File: config.mk
export PLATFORM = sky130hd
export DESIGN_NAME = game_state_controller
export DESIGN_NICKNAME = d
export VERILOG_FILES = /design/src/rtl/game_state_controller.sv
export SDC_FILE = /design/constraint.sdc
export NUM_CORES = 1
export LEC_CHECK = 0
export CORE_MARGIN = 2
export CORE_UTILIZATION = 50
export CTS_BUF_LIST = sky130_fd_sc_hd__clkbuf_16
export CTS_CLUSTER_DIAMETER = 80
export DETAILED_ROUTE_END_ITERATION = 6
export GPL_TIMING_DRIVEN = 0
export PLACE_DENSITY = 0.8
export SYNTH_ARGS = -nofsm -noshare
export SYNTH_HDL_FRONTEND = slang
export SYNTH_SLANG_ARGS = --single-unit
File: constraint.sdc
create_clock -name clock -period 5.5 [get_ports clock]
set_input_delay 0.55 -clock clock [delete_from_list [all_inputs] [get_ports clock]]
set_output_delay 0.55 -clock clock [all_outputs]
set_load 0.01 [all_outputs]
File: src/rtl/game_state_controller.sv
// Game-state FSM: arbitrates maskable collision sources, tracks lives and enforces a
// timed respawn window before returning to play or ending the game.
module game_state_controller #(
    parameter int unsigned NUM_SOURCES    = 4,
    parameter int unsigned LIVES          = 3,
    parameter int unsigned RESPAWN_CYCLES = 8,
    localparam int unsigned LW = $clog2(LIVES + 1),
    localparam int unsigned CW = (NUM_SOURCES > 1) ? $clog2(NUM_SOURCES) : 1
) (
    input  logic                   clock,
    input  logic                   reset,
    input  logic                   start,
    input  logic [NUM_SOURCES-1:0] collision,
    input  logic [NUM_SOURCES-1:0] collisionMask,
    output logic                   playing,
    output logic                   respawning,
    output logic                   gameOver,
    output logic [LW-1:0]          livesLeft,
    output logic                   hitPulse,
    output logic [CW-1:0]          hitCause
);

    localparam int unsigned TW = (RESPAWN_CYCLES > 1) ? $clog2(RESPAWN_CYCLES) : 1;
    localparam logic [LW-1:0] LivesInit = LW'(LIVES);
    localparam logic [TW-1:0] TimerInit = TW'(RESPAWN_CYCLES - 1);

    typedef enum logic [1:0] {StIdle, StPlaying, StRespawn, StGameOver} state_e;

    state_e          state_q, state_d;
    logic [LW-1:0]   lives_q, lives_d;
    logic [TW-1:0]   timer_q, timer_d;
    logic [CW-1:0]   cause_q, cause_d;
    logic            pulse_q, pulse_d;
    logic            playing_q, respawning_q, gameover_q;
    logic [NUM_SOURCES-1:0] hits;
    logic            hit;
    logic [CW-1:0]   cause_hit;

    assign hits = collision & collisionMask;
    assign hit  = |hits;

    // Lowest enabled source wins: scan downward so the last assignment is the lowest index.
    always_comb begin
        cause_hit = '0;
        for (int i = NUM_SOURCES - 1; i >= 0; i--) begin
            if (hits[i]) cause_hit = CW'(i);
        end
    end

    always_comb begin
        state_d = state_q;
        lives_d = lives_q;
        timer_d = timer_q;
        cause_d = cause_q;
        pulse_d = 1'b0;
        case (state_q)
            StIdle: begin
                if (start) begin
                    state_d = StPlaying;
                    lives_d = LivesInit;
                end
            end
            StPlaying: begin
                if (hit) begin
                    pulse_d = 1'b1;
                    cause_d = cause_hit;
                    if (lives_q > LW'(1)) begin
                        state_d = StRespawn;
                        lives_d = lives_q - LW'(1);
                        timer_d = TimerInit;
                    end else begin
                        state_d = StGameOver;
                        lives_d = '0;
                    end
                end
            end
            StRespawn: begin
                if (timer_q == '0) state_d = StPlaying;
                else               timer_d = timer_q - TW'(1);
            end
            StGameOver: begin
                // Restart takes precedence over any collision this cycle.
                if (start) begin
                    state_d = StPlaying;
                    lives_d = LivesInit;
                    cause_d = '0;
                end
            end
            default: state_d = StIdle;
        endcase
    end

    always_ff @(posedge clock) begin
        if (!reset) begin
            state_q      <= StIdle;
            lives_q      <= LivesInit;
            timer_q      <= '0;
            cause_q      <= '0;
            pulse_q      <= 1'b0;
            playing_q    <= 1'b0;
            respawning_q <= 1'b0;
            gameover_q   <= 1'b0;
        end else begin
            state_q      <= state_d;
            lives_q      <= lives_d;
            timer_q      <= timer_d;
            cause_q      <= cause_d;
            pulse_q      <= pulse_d;
            playing_q    <= (state_d == StPlaying);
            respawning_q <= (state_d == StRespawn);
            gameover_q   <= (state_d == StGameOver);
        end
    end

    assign playing    = playing_q;
    assign respawning = respawning_q;
    assign gameOver   = gameover_q;
    assign livesLeft  = lives_q;
    assign hitPulse   = pulse_q;
    assign hitCause   = cause_q;

endmodule

==> Implementation_results.wiki, run 1 <==
{| class="wikitable"
! Metric !! Value
|-
| Net count of the mapped netlist || slightly below 100
|-
| Fin. Hold Viols || 0
|-
| Type of the tightest min-delay check || reg2reg
|-
| Number of buffers inserted by hold repair at cts || 0
|-
| Gate count of the mapped netlist || 81
|-
| Die boundary width || around 44 µm
|-
| VDD IR max || 0.344 mV
|-
| Share of final-layout standard cells stronger than drive strength 1 || 15.5%
|-
| Inserted Clock Buffers || 3
|-
| Final standard cell count with taps included and fillers excluded || ~120
|-
| Residual DRC count || 0
|-
| Number of primary I/O pins || 19
|-
| Total of endpoints with negative setup slack in the final report || 0
|-
| Number of optimization iterations in the first detailed-route pass || 4
|-
| Count of buffers from port buffering || 18
|-
| Status || finished, final reports clean
|-
| Starting DRT DRC Count || 29
|-
| Clk Latency, worst-skew pair || 0.24 ns
|-
| Syn Std Cell Area || 812 µm²
|-
| Yosys top cell area share || 32.0%
|-
| Portion of the post-synthesis area used by sequential elements || 32.0%
|-
| Initial core utilization || 53.9%
|-
| Vias per cell || 6.06
|-
| DPL Wire Length || 1360 µm
|-
| Unrepaired setup endpoints after global routing || no
|-
| Vias after detailed routing || between 700 and 800
|-
| Leakage || 0.468 nW
|-
| Remaining number of nets flagged by the antenna check after routing || 0
|-
| Slew margin rel. || 75.4%
|-
| Biggest area consumer among synthesized cells || sky130_fd_sc_hd__dfxtp_1
|-
| Clock sinks || 13
|-
| Setup slack of the critical path after layout || approximately 3.6 ns
|-
| Fin Clk Skew || 0.00432 ns
|-
| Root cell of the clock tree || sky130_fd_sc_hd__clkbuf_16
|-
| Total setup buffers inserted after CTS || 0
|-
| TritonCTS clock tree || done
|-
| Fraction of registers with async set/reset || 0%
|-
| Diode count || 0
|-
| Clock input transition at the sequential cells of the worst setup and hold paths || roughly 0.04 ns
|-
| Reported max-cap violation count || 0
|-
| Antenna violations before repair || 0
|-
| Sequence of cells on the critical path || inv_1, ha_1, nor2b_4, a311oi_2, nand2_1, a221o_1
|-
| Final wirelength || 1790 µm
|-
| Core region area || 1510 µm²
|-
| Area after detailed placement || 1010 µm²
|-
| Final layout net count || 121
|-
| Die height || 44.3 µm
|-
| First-pass GRT wire length || ~3000 µm
|-
| Congestion Overflow GR || 0
|-
| Highest-count cells in the layout ignoring fill and taps || sky130_fd_sc_hd__clkdlybuf4s50_1 (18), sky130_fd_sc_hd__dfxtp_1 (13), sky130_fd_sc_hd__inv_1 (8)
|-
| Global-route total usage across every layer || 20.9%
|-
| Data required time at the worst endpoint || 5.63 ns
|-
| CP endpoint kind || flop
|-
| Maximum net fanout on the critical path || 5
|-
| Setup Slack @ Placement || 3.38 ns
|-
| Setup TNS Final || 0 ns
|-
| Final Cell Area || 1090 µm²
|-
| Area overhead of the layout relative to synthesis || 34.4%
|-
| CTS H-tree depth || 1
|-
| Most common library cell in the layout ignoring fill and taps || sky130_fd_sc_hd__clkdlybuf4s50_1
|-
| Master of the slowest instance on the critical path || sky130_fd_sc_hd__dfxtp_1
|-
| Area occupied by multi-input gates || 509 µm²
|-
| Sequential cell area || 260 µm²
|-
| Slew at the pin closest to its max-slew limit || 0.369 ns
|-
| Register bit total from synthesis || 13
|-
| Period utilisation layout || 35.2%
|-
| Slowest Stage Delay on Critical Path || around 0.41 ns
|-
| Predominant post-synthesis flop cell || sky130_fd_sc_hd__dfxtp_1
|-
| Total of fill cells in the finished design || 121
|-
| Yosys Warn Count || 0
|-
| Count of standard-cell rows || 14
|-
| Detailed-route wire length per cell || approximately 15 µm
|-
| Kind of start point of the critical path || flop
|-
| Placer's final routability congestion estimate || 0.769
|-
| Most area-consuming cells after synthesis || sky130_fd_sc_hd__dfxtp_1 (32%), sky130_fd_sc_hd__ha_1 (9.2%), sky130_fd_sc_hd__a22oi_4 (5.2%)
|-
| Count of pins over their slew limit || 0
|-
| WS Path Type || reg2reg
|-
| Time the final worst path needs with I/O delays and setup || between 1.5 and 2 ns
|-
| Power density of the placed cells || 480 nW/µm²
|-
| Avg Cell Area, Syn || 10.0 µm²
|-
| Clock tree buffer depth || 2
|-
| Full die area || 1960 µm²
|-
| Number of synthesized flops with an enable pin || 0
|-
| Number of different library cells in the post-synthesis netlist || 38
|-
| Number of gates resized after cts || 0
|-
| Maximum number of pins on one net before global-route repair || 11
|-
| Cell Count Post-Placement || 115
|-
| Vias in the first global route || around 700
|-
| Maximum clock rate || approximately 520 MHz
|-
| WP data arrival || 2.07 ns
|}
-- cell usage after synthesis (2+ instances only) --
library cell               count
sky130_fd_sc_hd__dfxtp_1      13
sky130_fd_sc_hd__ha_1          6
sky130_fd_sc_hd__a311oi_2      2
sky130_fd_sc_hd__mux2i_1       2
sky130_fd_sc_hd__a21oi_1       5
sky130_fd_sc_hd__inv_1         7
sky130_fd_sc_hd__a22oi_4       2
sky130_fd_sc_hd__a31oi_1       2
sky130_fd_sc_hd__nand3_1       2
sky130_fd_sc_hd__nand2b_1      2
sky130_fd_sc_hd__nand4_1       2
sky130_fd_sc_hd__a211o_1       2
sky130_fd_sc_hd__nor2_1        4
sky130_fd_sc_hd__and3_1        2
sky130_fd_sc_hd__nand2_1       5
-- layer usage --
| metal | GRT usage [%] | part of all wire (%) | vias up |
|---|---|---|---|
| met2 | 37.4 | 51 | 25 |
| met5 | 0 | 0 | - |
| met3 | 4.49 | 6.5 | 2 |
| li1 | - | - | 353 |
| met4 | 9.09 | 0.89 | 0 |
| met1 | 23.8 | 41 | 341 |
-- power breakdown --
group | switching [W] | total, W | internal [W] | leakage [nW]
sequential | 0.0000194 | 0.000142 | 0.000122 | 0.106
clock | 0.0000386 | 0.000134 | 0.0000957 | 0.0423
combinational | 0.000126 | 0.000247 | 0.000121 | 0.319
-- registers in the layout (all words and copies together) (netlist names) --
register / cells
hitCause: 2
timer_q: 3
playing: 1
gameOver: 1
livesLeft: 2
state_q: 2
hitPulse: 1
respawning: 1
-- final cells by class --
| cell class | count | area share [%] |
|---|---|---|
| multi-input combinational | 59 | 46.7 |
| inverter | 7 | 2.41 |
| clock inverter | 1 | 0.344 |
| buffer | 2 | 1.49 |
| timing repair buffer | 18 | 16.5 |
| sequential | 13 | 23.9 |
| clock buffer | 3 | 6.88 |
| tap | 16 | 1.83 |
-- worst max-delay path: cells and delay by family, from the launching register on --
kind	cells	cell delay (ns)
buffers and inverters	1	0.08
AO/OA/AOI/OAI	2	0.67
AND/OR/NAND/NOR	2	0.27
adder cells (fa/ha/maj)	1	0.40
flip-flops	1	0.41
-- cells by family (layout without fill, tap and decap cells) --
| kind of cell | count (synthesis) | count (layout) | synth area share [%] |
|---|---|---|---|
| AND/OR/NAND/NOR | 25 | 25 | 18.5 |
| AO/OA/AOI/OAI | 26 | 26 | 32.5 |
| buffers and inverters | 9 | 31 | 5.24 |
| multiplexers | 2 | 2 | 2.47 |
| adder cells (fa/ha/maj) | 6 | 6 | 9.24 |
| flip-flops | 13 | 13 | 32.0 |
-- path summary, 6_finish.rpt --
kind | start | to | slack, ns | cells past startpoint
min reg2reg | timer_q[0]$_SDFFE_PN0P_ | timer_q[0]$_SDFFE_PN0P_ | 0.47 | 2
min | timer_q[0]$_SDFFE_PN0P_ | timer_q[0]$_SDFFE_PN0P_ | 0.47 | 2
max | state_q[0]$_SDFF_PN0_ | livesLeft[1]$_SDFFE_PN1P_ | 3.56 | 6
max reg2reg | state_q[0]$_SDFF_PN0_ | livesLeft[1]$_SDFFE_PN1P_ | 3.56 | 6
-- per-stage QoR --
stage | hold slack (ns) | total power [W] | utilization (%)
5_1_grt | 0.495 | 0.000559 | 72.4
2_1_floorplan | 0.446 | 0.000314 | -
4_1_cts | 0.472 | 0.000524 | 72.4
6_report | 0.472 | 0.000523 | 72.4
3_3_place_gp | 0.458 | 0.000374 | 67.2
3_5_place_dp | 0.462 | 0.000387 | 67.2
(Power assumes the default switching activity.)
==> run 2: changes to the inputs <==
Settings changed: CORE_UTILIZATION 50 to 43, PLACE_DENSITY 0.8 to 0.73.
Clock period 5.5 ns to 1.7 ns, I/O delays scaled along.
==> Implementation_results.wiki, run 2 (synthesis results as in run 1) <==
{| class="wikitable"
! Metric !! Value
|-
| Clock sinks || 13 (unchanged)
|-
| Sw power || 0.000614 W (+230%)
|-
| Hold Startpoint || hitCause[0]$_SDFFE_PN0P_
|-
| Initial core utilization || 46.5% (-7.4 points)
|-
| Sink of the worst hold path || hitCause[0]$_SDFFE_PN0P_
|-
| Master of the slowest instance on the critical path || sky130_fd_sc_hd__dfxtp_4
|-
| Total of endpoints with negative setup slack in the final report || 0 (unchanged)
|-
| Area overhead of the layout relative to synthesis || 40.2%
|-
| Clock network power share || 25.0% (-0.7 points)
|-
| Vias after detailed routing || 686 (-4.9%)
|-
| Die height || 47.5 µm (+7.1%)
|-
| Type of the tightest min-delay check || reg2reg
|-
| Power consumption || 0.00176 W (+240%)
|-
| Reported max-cap violation count || 0 (unchanged)
|-
| Leakage || 0.476 nW (+1.7%)
|-
| Number of optimization iterations in the first detailed-route pass || 4 (unchanged)
|-
| Core region area || 1750 µm² (+16%)
|-
| Count of buffers from port buffering || 18 (unchanged)
|-
| WP data arrival || 1.75 ns (-0.32 ns)
|-
| Power density of the placed cells || 1550 nW/µm² (+220%)
|-
| Clock input transition at the sequential cells of the worst setup and hold paths || 0.05 ns (about the same)
|-
| Inserted Clock Buffers || 3 (unchanged)
|-
| VDD IR max || 0.883 mV (+160%)
|-
| Highest-count cells in the layout ignoring fill and taps || sky130_fd_sc_hd__clkdlybuf4s50_1 (18), sky130_fd_sc_hd__dfxtp_1 (11), sky130_fd_sc_hd__inv_1 (7)
|-
| Data required time at the worst endpoint || 1.83 ns (-3.80 ns)
|-
| Time the final worst path needs with I/O delays and setup || 1.62 ns (-0.322 ns)
|-
| CP Buf/Inv Count || 2 (+1)
|-
| Share of final-layout standard cells stronger than drive strength 1 || 20.2% (+4.7 points)
|-
| Worst reg2reg setup slack || 0.08 ns (-3.48 ns)
|-
| Crit-path leading delay family || compound AO/OA/AOI/OAI gates
|-
| Vias in the first global route || 653 (-6.2%)
|-
| Flip-flop count of the largest register after layout || 3 (unchanged)
|-
| Area after detailed placement || 1020 µm² (+1.1%)
|-
| Vias per cell || 5.32 (-12%)
|-
| Slowest Stage Delay on Critical Path || 0.37 ns (-0.04 ns)
|-
| Diode count || 0 (unchanged)
|-
| R2r endpoint || playing$_SDFF_PN0_
|-
| Number of cell instances on the worst register-to-register path || 7 (+1)
|-
| Switching power share of the total || 34.8% (-0.38 points)
|-
| Status || finished, final reports clean
|-
| Maximum clock rate || 619 MHz (+20%)
|-
| Slew margin rel. || 76.8% (+1.4 points)
|-
| CTS H-tree depth || 1 (unchanged)
|-
| Final wirelength || 1820 µm (+1.8%)
|-
| Detailed-route wire length per cell || 14.1 µm (-6.1%)
|-
| Root cell of the clock tree || sky130_fd_sc_hd__clkbuf_16
|-
| TritonCTS clock tree || done
|-
| Count of pins over their slew limit || 0 (unchanged)
|-
| Final layout net count || 122 (+0.83%)
|-
| Launch point of the worst reg-to-reg path || state_q[0]$_SDFF_PN0_
|-
| Placer's final routability congestion estimate || 0.753 (-2.0%)
|-
| Maximum number of pins on one net before global-route repair || 11 (unchanged)
|-
| CP endpoint kind || flop
|-
| Most common library cell in the layout ignoring fill and taps || sky130_fd_sc_hd__clkdlybuf4s50_1
|-
| WS Path Type || reg2reg
|-
| Maximum net fanout on the critical path || 10 (+5)
|-
| Period utilisation layout || 95.1% (+60 points)
|-
| Starting DRT DRC Count || 8 (-72%)
|-
| DPL Wire Length || 1340 µm (-1.7%)
|-
| Number of primary I/O pins || 19 (unchanged)
|-
| Number of buffers inserted by hold repair at cts || 0 (unchanged)
|-
| Clock tree buffer depth || 2 (unchanged)
|-
| Slew at the pin closest to its max-slew limit || 0.348 ns (-0.0206 ns)
|-
| Largest register by flop count || timer_q
|-
| Fin. Hold Viols || 0 (unchanged)
|-
| Fin Clk Skew || 0.00435 ns (+0.0000343 ns)
|-
| Comb pwr share || 48.6% (+1.3 points)
|-
| Die boundary width || 47.5 µm (+7.1%)
|-
| Global-route total usage across every layer || 18.1% (-2.8 points)
|-
| First-pass GRT wire length || 2810 µm (-5.5%)
|-
| Residual DRC count || 0 (unchanged)
|-
| Clk Latency, worst-skew pair || 0.24 ns (about the same)
|-
| Hold Path Cell Cnt || 2 (unchanged)
|-
| Final Cell Area || 1140 µm² (+4.4%)
|-
| Kind of start point of the critical path || flop
|-
| Remaining number of nets flagged by the antenna check after routing || 0 (unchanged)
|-
| Sequential share of power || 26.4% (-0.7 points)
|-
| Antenna violations before repair || 0 (unchanged)
|-
| Congestion Overflow GR || 0 (unchanged)
|-
| Worst slack on hold paths || 0.466 ns (-0.00645 ns)
|-
| Internal cell power || 0.00115 W (+240%)
|-
| Full die area || 2250 µm² (+15%)
|-
| Sequence of cells on the critical path || inv_2, ha_4, buf_6, o21a_1, a2111oi_4, a311oi_2, and3_1
|-
| Count of standard-cell rows || 15 (+1)
|}
## run 2: through the flow
step | util [%] | setup slack, ns | TNS, ns | std cells
CTS | 64.2 | 0.00944 | 0 | 128
global route | 65.2 | -0.000316 | -0.000316 | 129
floorplan | - | 0.0166 | 0 | 81
detailed placement | 58.6 | -0.153 | -0.313 | 124
global placement | 58.6 | -0.0976 | -0.191 | 124
finish | 65.2 | 0.0833 | 0 | 129
## run 2: worst max-delay path by stage
stage,from,to,slack (ns),depth (start not counted)
floorplan,state_q[0]$_SDFF_PN0_,livesLeft[1]$_SDFFE_PN1P_,0.02,6
global placement,state_q[0]$_SDFF_PN0_,livesLeft[1]$_SDFFE_PN1P_,-0.1,6
detailed placement,state_q[0]$_SDFF_PN0_,livesLeft[1]$_SDFFE_PN1P_,-0.15,6
CTS,state_q[0]$_SDFF_PN0_,playing$_SDFF_PN0_,0.009,7
global route,state_q[0]$_SDFF_PN0_,livesLeft[1]$_SDFFE_PN1P_,-0.0003,6
finish,state_q[0]$_SDFF_PN0_,playing$_SDFF_PN0_,0.08,7
## run 2: what timing repair did
action                     4_1_cts  5_1_grt
setup buffers                    0        1
gates resized for setup          4        3
pin swaps                        0        5
setup endpoints to repair        7        4
## run 2: area by class of cell
cell class	instances	area, µm²
buffer	2	16.3
clock buffer	3	75.1
clock inverter	1	3.75
fill	139	607
inverter	7	26.3
multi-input combinational	59	533
sequential	13	265
tap	25	31.3
timing repair buffer	19	188
## run 2: power groups by stage
stage               Clock [W]  Combinational (W)  Sequential (W)
floorplan                   0           0.000544        0.000470
finish               0.000440           0.000855        0.000466
CTS                  0.000444           0.000818        0.000461
global route         0.000456           0.000934        0.000477
detailed placement          0           0.000785        0.000461
global placement            0           0.000759        0.000456
## run 2: per-layer routing
layer | part of all wire (%) | up-vias | global-route usage [%]
li1 | - | 352 | -
met1 | 44 | 313 | 20.0
met2 | 50 | 17 | 33.0
met3 | 5.4 | 4 | 3.77
met4 | 1.2 | 0 | 8.33
met5 | 0 | - | 0
## run 2: worst reg2reg max path, stage by stage, from the launching register on
cell                        delay (ns)
sky130_fd_sc_hd__dfxtp_4          0.37
sky130_fd_sc_hd__inv_2            0.06
sky130_fd_sc_hd__ha_4             0.15
sky130_fd_sc_hd__buf_6            0.13
sky130_fd_sc_hd__o21a_1           0.19
sky130_fd_sc_hd__a2111oi_4        0.29
sky130_fd_sc_hd__a311oi_2         0.10
sky130_fd_sc_hd__and3_1           0.22
==> run 3: changes to the inputs <==
Settings changed: SKIP_CTS_REPAIR_TIMING from default to 1.
==> Implementation_results.wiki, run 3 (synthesis results as in run 1) <==
{| class="wikitable"
! Metric !! Value
|-
| Status || finished, final reports clean
|-
| Sw power || 0.000612 W (-0.21%)
|-
| CP endpoint kind || flop
|-
| DPL Wire Length || 1340 µm (unchanged)
|-
| Antenna violations before repair || 0 (unchanged)
|-
| Slowest Stage Delay on Critical Path || 0.37 ns (about the same)
|-
| Final standard cell count with taps included and fillers excluded || 129 (unchanged)
|-
| Kind of start point of the critical path || flop
|-
| Inserted Clock Buffers || 3 (unchanged)
|-
| Starting DRT DRC Count || 8 (unchanged)
|-
| Internal cell power || 0.00115 W (about the same)
|-
| TritonCTS clock tree || done
|-
| Placer's final routability congestion estimate || 0.753 (unchanged)
|-
| Clock network power share || 24.9% (about the same)
|-
| Clk Latency, worst-skew pair || 0.24 ns (about the same)
|-
| Die height || 47.5 µm (unchanged)
|-
| Met3 usage || 3.77% (unchanged)
|-
| First-pass GRT wire length || 2810 µm (unchanged)
|-
| Final wirelength || 1820 µm (+0.16%)
|-
| CP Buf/Inv Count || 2 (unchanged)
|-
| Number of optimization iterations in the first detailed-route pass || 4 (unchanged)
|-
| Switching power share of the total || 34.8% (-0.046 points)
|-
| Initial core utilization || 46.5% (unchanged)
|-
| Maximum net fanout on the critical path || 10 (unchanged)
|-
| Logic depth of the worst setup path including buffers || 7 (unchanged)
|-
| Sequential share of power || 26.5% (about the same)
|-
| Highest-count cells in the layout ignoring fill and taps || sky130_fd_sc_hd__clkdlybuf4s50_1 (18), sky130_fd_sc_hd__dfxtp_1 (11), sky130_fd_sc_hd__inv_1 (7)
|-
| Congestion Overflow GR || 0 (unchanged)
|-
| Routing layer with the top usage in global route || met2
|-
| WS Path Type || reg2reg
|-
| Count of pins over their slew limit || 0 (unchanged)
|-
| Most common library cell in the layout ignoring fill and taps || sky130_fd_sc_hd__clkdlybuf4s50_1
|-
| Comb pwr share || 48.6% (about the same)
|-
| Met2 usage || 32.7% (-0.27 points)
|-
| Fin Clk Skew || 0.00430 ns (-0.0000564 ns)
|-
| Fin. Hold Viols || 0 (unchanged)
|-
| Final layout net count || 122 (unchanged)
|-
| Slew at the pin closest to its max-slew limit || 0.349 ns (+0.000435 ns)
|-
| Share of final-layout standard cells stronger than drive strength 1 || 20.2% (unchanged)
|-
| Vias per cell || 5.32 (unchanged)
|-
| Master of the slowest instance on the critical path || sky130_fd_sc_hd__dfxtp_4
|-
| Period utilisation layout || 95.1% (about the same)
|-
| Die boundary width || 47.5 µm (unchanged)
|-
| Final Util || 65.2% (unchanged)
|-
| Capture point of the critical path || playing$_SDFF_PN0_
|-
| Vias in the first global route || 654 (+0.15%)
|-
| Clock sinks || 13 (unchanged)
|-
| Core region area || 1750 µm² (unchanged)
|-
| Sequence of cells on the critical path || inv_2, ha_4, buf_6, o21a_1, a2111oi_4, a311oi_2, and3_1
|-
| Leakage || 0.476 nW (unchanged)
|-
| Clock tree buffer depth || 2 (unchanged)
|-
| Critical path startpoint || state_q[0]$_SDFF_PN0_
|-
| Power density of the placed cells || 1550 nW/µm² (about the same)
|-
| Time the final worst path needs with I/O delays and setup || 1.62 ns (+0.0000840 ns)
|-
| Data required time at the worst endpoint || 1.83 ns (about the same)
|-
| Largest register by flop count || timer_q
|-
| Crit-path leading delay family || compound AO/OA/AOI/OAI gates
|-
| Met1 track demand over resource in global routing || 20.2% (+0.23 points)
|-
| Setup TNS Final || 0 ns (unchanged)
|-
| Detailed-route wire length per cell || 14.1 µm (+0.16%)
|-
| Root cell of the clock tree || sky130_fd_sc_hd__clkbuf_16
|-
| Maximum number of pins on one net before global-route repair || 11 (unchanged)
|-
| Remaining number of nets flagged by the antenna check after routing || 0 (unchanged)
|-
| Launch point of the worst reg-to-reg path || state_q[0]$_SDFF_PN0_
|-
| Full die area || 2250 µm² (unchanged)
|-
| Clock input transition at the sequential cells of the worst setup and hold paths || 0.05 ns (about the same)
|-
| Maximum clock rate || 619 MHz (about the same)
|-
| Reported max-cap violation count || 0 (unchanged)
|-
| Count of standard-cell rows || 15 (unchanged)
|-
| Total of endpoints with negative setup slack in the final report || 0 (unchanged)
|-
| Type of the tightest min-delay check || reg2reg
|-
| Worst reg2reg setup slack || 0.08 ns (about the same)
|-
| CTS H-tree depth || 1 (unchanged)
|-
| Count of buffers from port buffering || 18 (unchanged)
|-
| Global-route total usage across every layer || 18.1% (unchanged)
|-
| VDD IR max || 0.882 mV (-0.12%)
|-
| Flip-flop count of the largest register after layout || 3 (unchanged)
|-
| R2r endpoint || playing$_SDFF_PN0_
|-
| Number of primary I/O pins || 19 (unchanged)
|-
| Area overhead of the layout relative to synthesis || 40.2% (unchanged)
|-
| Unrepaired setup endpoints after global routing || no
|-
| Residual DRC count || 0 (unchanged)
|-
| Diode count || 0 (unchanged)
|-
| Cell Count Post-Placement || 124 (unchanged)
|-
| Number of cell instances on the worst register-to-register path || 7 (unchanged)
|-
| Slew margin rel. || 76.7% (about the same)
|-
| Vias after detailed routing || 686 (unchanged)
|-
| WP data arrival || 1.75 ns (about the same)
|}
## run 3: cell type report
type | instances | area (µm²)
Clock buffer | 3 | 75.1
Timing Repair Buffer | 19 | 188
Inverter | 7 | 26.3
Sequential cell | 13 | 265
Tap cell | 25 | 31.3
Clock inverter | 1 | 3.75
Buffer | 2 | 16.3
Multi-Input combinational cell | 59 | 533
Fill cell | 141 | 607
## run 3: metrics by stage
| stage | area, µm² | hold slack (ns) | setup slack, ns | power, W |
|---|---|---|---|---|
| 5_1_grt | 1140 | 0.495 | 0.0000657 | 0.00187 |
| 3_3_place_gp | 1020 | 0.460 | -0.0976 | 0.00121 |
| 3_5_place_dp | 1020 | 0.463 | -0.153 | 0.00125 |
| 4_1_cts | 1100 | 0.470 | -0.187 | 0.00169 |
| 2_1_floorplan | 812 | 0.292 | 0.0166 | 0.00101 |
| 6_report | 1140 | 0.466 | 0.0832 | 0.00176 |
## run 3: how the worst min path moves through the flow
stage,endpoint,startpoint,depth (start not counted),slack (ns)
6_report,hitCause[0]$_SDFFE_PN0P_,hitCause[0]$_SDFFE_PN0P_,2,0.47
4_1_cts,hitCause[0]$_SDFFE_PN0P_,hitCause[0]$_SDFFE_PN0P_,2,0.47
2_1_floorplan,state_q[0]$_SDFF_PN0_,reset,1,0.29
3_3_place_gp,hitCause[0]$_SDFFE_PN0P_,hitCause[0]$_SDFFE_PN0P_,2,0.46
3_5_place_dp,hitCause[0]$_SDFFE_PN0P_,hitCause[0]$_SDFFE_PN0P_,2,0.46
5_1_grt,hitCause[0]$_SDFFE_PN0P_,hitCause[0]$_SDFFE_PN0P_,2,0.49
## run 3: power by group through the flow
stage                     Clock (W)  Combinational, W  Sequential [W]
after global routing       0.000455          0.000933        0.000477
after detailed placement          0          0.000785        0.000461
after CTS                  0.000444          0.000795        0.000455
after floorplan                   0          0.000544        0.000470
after global placement            0          0.000759        0.000456
final                      0.000439          0.000855        0.000466
## run 3: worst min-delay path, delay by kind of cell (launching register included)
family | cells | cell delay [ns]
compound gates | 1 | 0.06
flops | 1 | 0.30
simple gates | 1 | 0.06
## run 3: routing by layer
metal	share of wire, %	up-vias
met4	1.2	0
met5	0	-
met2	49	17
met3	5.5	4
met1	44	315
li1	-	350
